<file path="config.mk">
export PLATFORM = sky130hd
export DESIGN_NAME = seg7_scan_driver
export DESIGN_NICKNAME = d
export VERILOG_FILES = /design/src/rtl/seg7_scan_driver.sv
export SDC_FILE = /design/constraint.sdc
export NUM_CORES = 1
export LEC_CHECK = 0
export CAP_MARGIN = 15
export CORE_MARGIN = 2
export CORE_UTILIZATION = 23
export DETAILED_ROUTE_END_ITERATION = 10
export HOLD_SLACK_MARGIN = 0.03
export PLACE_DENSITY = 0.42
export REMOVE_ABC_BUFFERS = 1
export SLEW_MARGIN = 10
export SYNTH_ARGS = -nofsm -noshare
export SYNTH_HDL_FRONTEND = slang
export SYNTH_SLANG_ARGS = --single-unit
</file>
<file path="constraint.sdc">
create_clock -name clk -period 2.5 [get_ports clk]
set_input_delay 0.75 -clock clk [delete_from_list [all_inputs] [get_ports clk]]
set_output_delay 0.75 -clock clk [all_outputs]
set_load 0.03 [all_outputs]
</file>
<file path="src/rtl/seg7_scan_driver.sv">
// seg7_scan_driver
// Time-multiplexed 7-segment display driver for the HH:MM:SS BCD counter chain.
// Scans a frame snapshot of the packed BCD digits onto a multiplexed display,
// inserting a one-cycle anode blanking slot at every digit change, with
// per-digit blink, leading-zero suppression and decimal-point control.
module seg7_scan_driver #(
    parameter int NUM_DIGITS     = 6,
    parameter int SCAN_DIV       = 50000,
    parameter int BLINK_DIV      = 250,
    parameter bit SEG_ACTIVE_LOW = 1'b1,
    parameter bit AN_ACTIVE_LOW  = 1'b1
) (
    input  logic                    clk,
    input  logic                    reset,
    input  logic [4*NUM_DIGITS-1:0] digits,
    input  logic [NUM_DIGITS-1:0]   blink_mask,
    input  logic [NUM_DIGITS-1:0]   dp_mask,
    input  logic                    blank_lz,
    output logic [6:0]              seg,
    output logic                    dp,
    output logic [NUM_DIGITS-1:0]   an,
    output logic                    scan_tick
);

    localparam int IDX_W = (NUM_DIGITS > 1) ? $clog2(NUM_DIGITS) : 1;
    localparam int PS_W  = $clog2(SCAN_DIV);
    localparam int BL_W  = (BLINK_DIV > 1) ? $clog2(BLINK_DIV) : 1;

    localparam logic [IDX_W-1:0] IDX_LAST = IDX_W'(NUM_DIGITS - 1);
    localparam logic [PS_W-1:0]  PS_LAST  = PS_W'(SCAN_DIV - 1);
    localparam logic [BL_W-1:0]  BL_LAST  = BL_W'(BLINK_DIV - 1);

    // XOR masks that turn active-high internal values into pin levels.
    localparam logic [6:0]            SEG_INV = SEG_ACTIVE_LOW ? 7'h7F : 7'h00;
    localparam logic                  DP_INV  = SEG_ACTIVE_LOW;
    localparam logic [NUM_DIGITS-1:0] AN_INV  = AN_ACTIVE_LOW ? {NUM_DIGITS{1'b1}} : {NUM_DIGITS{1'b0}};

    logic [PS_W-1:0]         prescaler;
    logic [IDX_W-1:0]        idx;
    logic [BL_W-1:0]         blink_cnt;
    logic                    blink_phase;
    logic [4*NUM_DIGITS-1:0] shadow;
    logic                    load_pending;

    logic                    tick;
    logic [4*NUM_DIGITS-1:0] view;
    logic                    zero_run;
    logic [3:0]              cur_digit;
    logic                    cur_blink;
    logic                    cur_dp;
    logic                    cur_lz;
    logic [NUM_DIGITS-1:0]   onehot;

    logic [NUM_DIGITS-1:0]   an_nxt;
    logic [6:0]              seg_nxt;
    logic                    dp_nxt;

    // BCD to active-high gfedcba; non-BCD codes show a lone dash.
    function automatic logic [6:0] decode(input logic [3:0] d);
        logic [6:0] p;
        case (d)
            4'd0:    p = 7'h3F;
            4'd1:    p = 7'h06;
            4'd2:    p = 7'h5B;
            4'd3:    p = 7'h4F;
            4'd4:    p = 7'h66;
            4'd5:    p = 7'h6D;
            4'd6:    p = 7'h7D;
            4'd7:    p = 7'h07;
            4'd8:    p = 7'h7F;
            4'd9:    p = 7'h6F;
            default: p = 7'h40;
        endcase
        return p;
    endfunction

    assign tick = (prescaler == PS_LAST);

    // Slot timing: prescaler, digit index and blink phase all advance on ticks.
    always_ff @(posedge clk or posedge reset) begin
        // NOTE: state registers use non-blocking assignments so every flop
        // samples pre-edge values regardless of statement order.
        if (reset) begin
            prescaler   <= '0;
            idx         <= '0;
            blink_cnt   <= '0;
            blink_phase <= 1'b0;
        end else if (tick) begin
            prescaler <= '0;
            idx       <= (idx == IDX_LAST) ? '0 : idx + 1'b1;
            if (blink_cnt == BL_LAST) begin
                blink_cnt   <= '0;
                blink_phase <= ~blink_phase;
            end else begin
                blink_cnt <= blink_cnt + 1'b1;
            end
        end else begin
            prescaler <= prescaler + 1'b1;
        end
    end

    // Frame snapshot: captured at the frame wrap and once right after reset.
    always_ff @(posedge clk or posedge reset) begin
        if (reset) begin
            shadow       <= '0;
            load_pending <= 1'b1;
        end else begin
            if (load_pending || (tick && idx == IDX_LAST)) begin
                shadow <= digits;
            end
            load_pending <= 1'b0;
        end
    end

    // While the first snapshot is loading, show what is being captured so the
    // first slot after reset already carries the fresh value.
    assign view = load_pending ? digits : shadow;

    // Select the current digit, its masks and its leading-zero status.
    always_comb begin
        // NOTE: every combinational output gets a default first so no path
        // leaves it unassigned and no latch is inferred.
        cur_digit = '0;
        cur_blink = 1'b0;
        cur_dp    = 1'b0;
        cur_lz    = 1'b0;
        onehot    = '0;
        zero_run  = 1'b1;
        for (int k = NUM_DIGITS - 1; k >= 0; k--) begin
            zero_run = zero_run & (view[4*k +: 4] == 4'd0);
            if (idx == IDX_W'(k)) begin
                cur_digit = view[4*k +: 4];
                cur_blink = blink_mask[k];
                cur_dp    = dp_mask[k];
                cur_lz    = zero_run && (k != 0);
                onehot[k] = 1'b1;
            end
        end
    end

    // Next pin values: dark during the blanking slot, blink-off or leading zero.
    always_comb begin
        an_nxt  = '0;
        seg_nxt = '0;
        dp_nxt  = 1'b0;
        if (!tick && !(cur_blink && blink_phase) && !(blank_lz && cur_lz)) begin
            an_nxt  = onehot;
            seg_nxt = decode(cur_digit);
            dp_nxt  = cur_dp;
        end
    end

    // Registered pin drivers with polarity applied last.
    always_ff @(posedge clk or posedge reset) begin
        if (reset) begin
            an        <= AN_INV;
            seg       <= SEG_INV;
            dp        <= DP_INV;
            scan_tick <= 1'b0;
        end else begin
            an        <= an_nxt ^ AN_INV;
            seg       <= seg_nxt ^ SEG_INV;
            dp        <= dp_nxt ^ DP_INV;
            scan_tick <= tick;
        end
    end

endmodule

</file>
==> flow_summary_export.csv <==
group,metric,value,unit
floorplanning,dieArea,0.0184,mm2
global_route,grt.met3_usage,3.40,%
detailed_routing,antenna_left,0,
synth,yosysSeqAreaShare,43.3,%
critical_path,end_kind,"register",
detailed_routing,drt_iter0_markers,198,
cts,path_clk_slew,0.05,ns
critical_path,crit_arrival,2.72,ns
global_route,grt.busiest_layer,"met2",
detailed_routing,drcViolationCount,0,
global_route,grt_pass1_vias,3302,
floorplanning,initial_core_util,23.2,%
pwr,clockPowerShare,40.0,%
floorplanning,die_x,135,um
pwr,internal-power,2.12,mW
timing,slew_viol_final,0,
finish,fin_cells,694,
global_route,grt_usage,12.4,%
cts,clock-root-buffer,"clkbuf_16",
global_route,antenna_found_initial,0,
detailed_routing,dr.pass1.iters,4,
timing,finalClockSkew,0.00610,ns
finish,area_growth,38.9,%
critical_path,crit_type,"primary input to register",
critical_path,start_kind,"primary input",
floorplanning,ios,54,
timing,finalWorstSetupSlack,0.0458,ns
finish,layout_commonest_cell,"dfrtp_1",
job,drv_cap,0,
timing,hold_viol_final,0,
pwr,leakagePower,2.23,nW
synth,synth-async-reset-ratio,100,%
floorplanning,fp-row-count,48,
synth,ys_warn_count,0,
synth,synthesis.area,0.00398,mm2
timing,tightest_slew,0.553,ns
detailed_routing,num_vias,3127,
detailed_routing,post_drt_wl_per_cell,15.1,um
floorplanning,core-area,0.0171,mm2
detailed_routing,vias_per_cell,4.51,
place,io_buffers,53,
pwr,swShare,25.1,%
pwr,vdd_ir_drop_max,0.315,mV
place,gp_congestion,0.803,
place,dp_cells,679,
synth,ys_ff_latch,68,
outcome,status,"finished clean",
timing,timing.final.crit_share,98.2,%
global_route,met2_usage,19.3,%
timing,setup_viol,0,
cts,clk_latency,0.34,ns
finish,nNetsFinal,514,
cts,cts_max_level,3,
finish,final_util,32.3,%
synth,syn_avg_cell_area,10.9,um2
cts,max-clock-path-buffers,2,
timing,rsz0062_at_grt,"true",
place,hpwl,7870,um
cts,cts_sinks,68,
critical_path,critical_path.max_fanout,3,
global_route,grt_pass1_wl,17500,um
pwr,switchingPower,0.710,mW
cts,cts_buffers,9,
global_route,grt_max_degree,69,
global_route,grt_use_met1,16.6,%
timing,max_slew_margin,62.8,%
detailed_routing,wl,10500,um
synth,ys.flop_type,"dfrtp_1",
timing,post-route-min-period,2.45,ns
cts,cts_tree,"built",
synth,syn_inst,366,
critical_path,required,2.76,ns
pwr,pwr-share-seq,43.0,%
synth,synth_edf_count,0,
finish,diodes,0,
synth,synth_cell_types,71,
place,post-place-ws,-0.555,ns
timing,fmax,0.407,GHz
pwr,cellPowerDensity,511,mW/mm2
pwr,combPwrFrac,17.0,%
finish,drive_gt1_share,34.5,%
finish,most-common-layout-cells,"dfrtp_1, buf_4, clkdlybuf4s50_1, nand2_1, nor2_1",
floorplanning,die_h,135,um
global_route,grt-ovfl-total,0,
hold_path,hp-class,"register to register",
[repair_timing]
item	4_1_cts	5_1_grt
pin swaps	9	14
buffers inserted	0	1
resized for setup	15	25
hold buffers	0	0
setup endpoints to repair	6	9
cloned	0	0
[sequential cells by signal, indices dropped and copies added (netlist names)]
name and cells:
load_pending 1, blink_phase 1, blink_cnt 8, prescaler 16, scan_tick 1, shadow 24
idx 3, seg 7, dp 1, an 6
[per-layer routing]
metal  vias to the layer above  routed length [um]
li1                       1537                   -
met1                      1529                5130
met2                        51                4860
met3                        10                 347
met4                         0                 155
met5                         -                   0
[cells in the mapped netlist (all sizes together), types with 2 or more instances]
master	number	share of area, %
dfrtp	53	33
mux2	35	9.9
nand2	28	2.8
nor2	26	2.6
o21ai	21	2.6
buf	18	3.7
nand3	17	2.1
dfstp	15	9.9
mux2i	14	3.5
nor3	13	2.0
a21oi	10	1.4
ha	9	2.8
inv	9	0.91
xnor2	8	1.8
nor2b	7	1.3
xor2	7	1.5
nor4	6	1.1
o22ai	5	0.79
nand2b	4	0.82
nand4	4	0.94
nor3b	4	0.76
o211ai	4	1.1
or3	4	0.63
a22oi	3	0.57
nand4b	3	0.66
o311ai	3	0.66
o31ai	3	0.57
a21o	2	0.38
a31oi	2	0.31
a32oi	2	0.44
mux4	2	1.1
o2111ai	2	0.44
[cells by family after synthesis]
logic type / after synthesis / synth area share (%)
compound gates: 70 / 13.7
simple gates: 123 / 17.4
other cells: 1 / 0.0943
flops: 68 / 43.3
xor+xnor: 15 / 3.30
mux: 51 / 14.6
fa+ha+maj: 9 / 2.83
buf+inv: 29 / 4.88
[layout make-up]
class / instances / area, um2
Fill cell: 1756 / 11600
Tap cell: 225 / 282
Inverter: 10 / 41.3
Clock inverter: 3 / 15.0
Timing Repair Buffer: 108 / 1000
Clock buffer: 11 / 243
Sequential cell: 68 / 1720
Multi-Input combinational cell: 269 / 2220
[power groups by stage]
stage	registers, mW	clock network [mW]	logic (mW)
floorplan	1.27	0	0.186
global placement	1.23	0	0.447
detailed placement	1.23	0	0.448
CTS	1.21	1.18	0.460
global route	1.22	1.23	0.522
finish	1.21	1.13	0.481
[per-stage QoR]
| stage | total power, mW | cell area [um2] | setup TNS [ns] | hold WS [ns] |
|---|---|---|---|---|
| floorplan | 1.46 | 3820 | -1.18 | 0.433 |
| global placement | 1.67 | 5090 | -4.19 | 0.449 |
| detailed placement | 1.68 | 5090 | -4.16 | 0.453 |
| CTS | 2.85 | 5390 | -0.0408 | 0.460 |
| global route | 2.97 | 5520 | -0.167 | 0.493 |
| finish | 2.82 | 5520 | 0 | 0.457 |
[worst max-delay path: stages]
cell             delay [ns]
clkdlybuf4s50_1        0.45
mux2_2                 0.31
a221oi_4               0.30
o32ai_4                0.13
ha_2                   0.20
or3_4                  0.34
a21bo_4                0.18
o211ai_2               0.07
[path summary, 6_finish.rpt]
| path | start | end | slack [ns] | cells after the start |
|---|---|---|---|---|
| setup / recovery | digits[16] | seg[6]$_DFF_PP1_ | 0.05 | 8 |
| min in group asynchronous | reset | prescaler[13]$_DFF_PP0_ | 0.81 | 3 |
| hold / removal | prescaler[0]$_DFF_PP0_ | prescaler[0]$_DFF_PP0_ | 0.46 | 1 |
| setup reg to reg | load_pending$_DFF_PP1_ | seg[6]$_DFF_PP1_ | 0.05 | 8 |
| max in group asynchronous | reset | load_pending$_DFF_PP1_ | 1.34 | 3 |
| hold reg to reg | prescaler[0]$_DFF_PP0_ | prescaler[0]$_DFF_PP0_ | 0.46 | 1 |
Power figures use the tool's default switching activity.
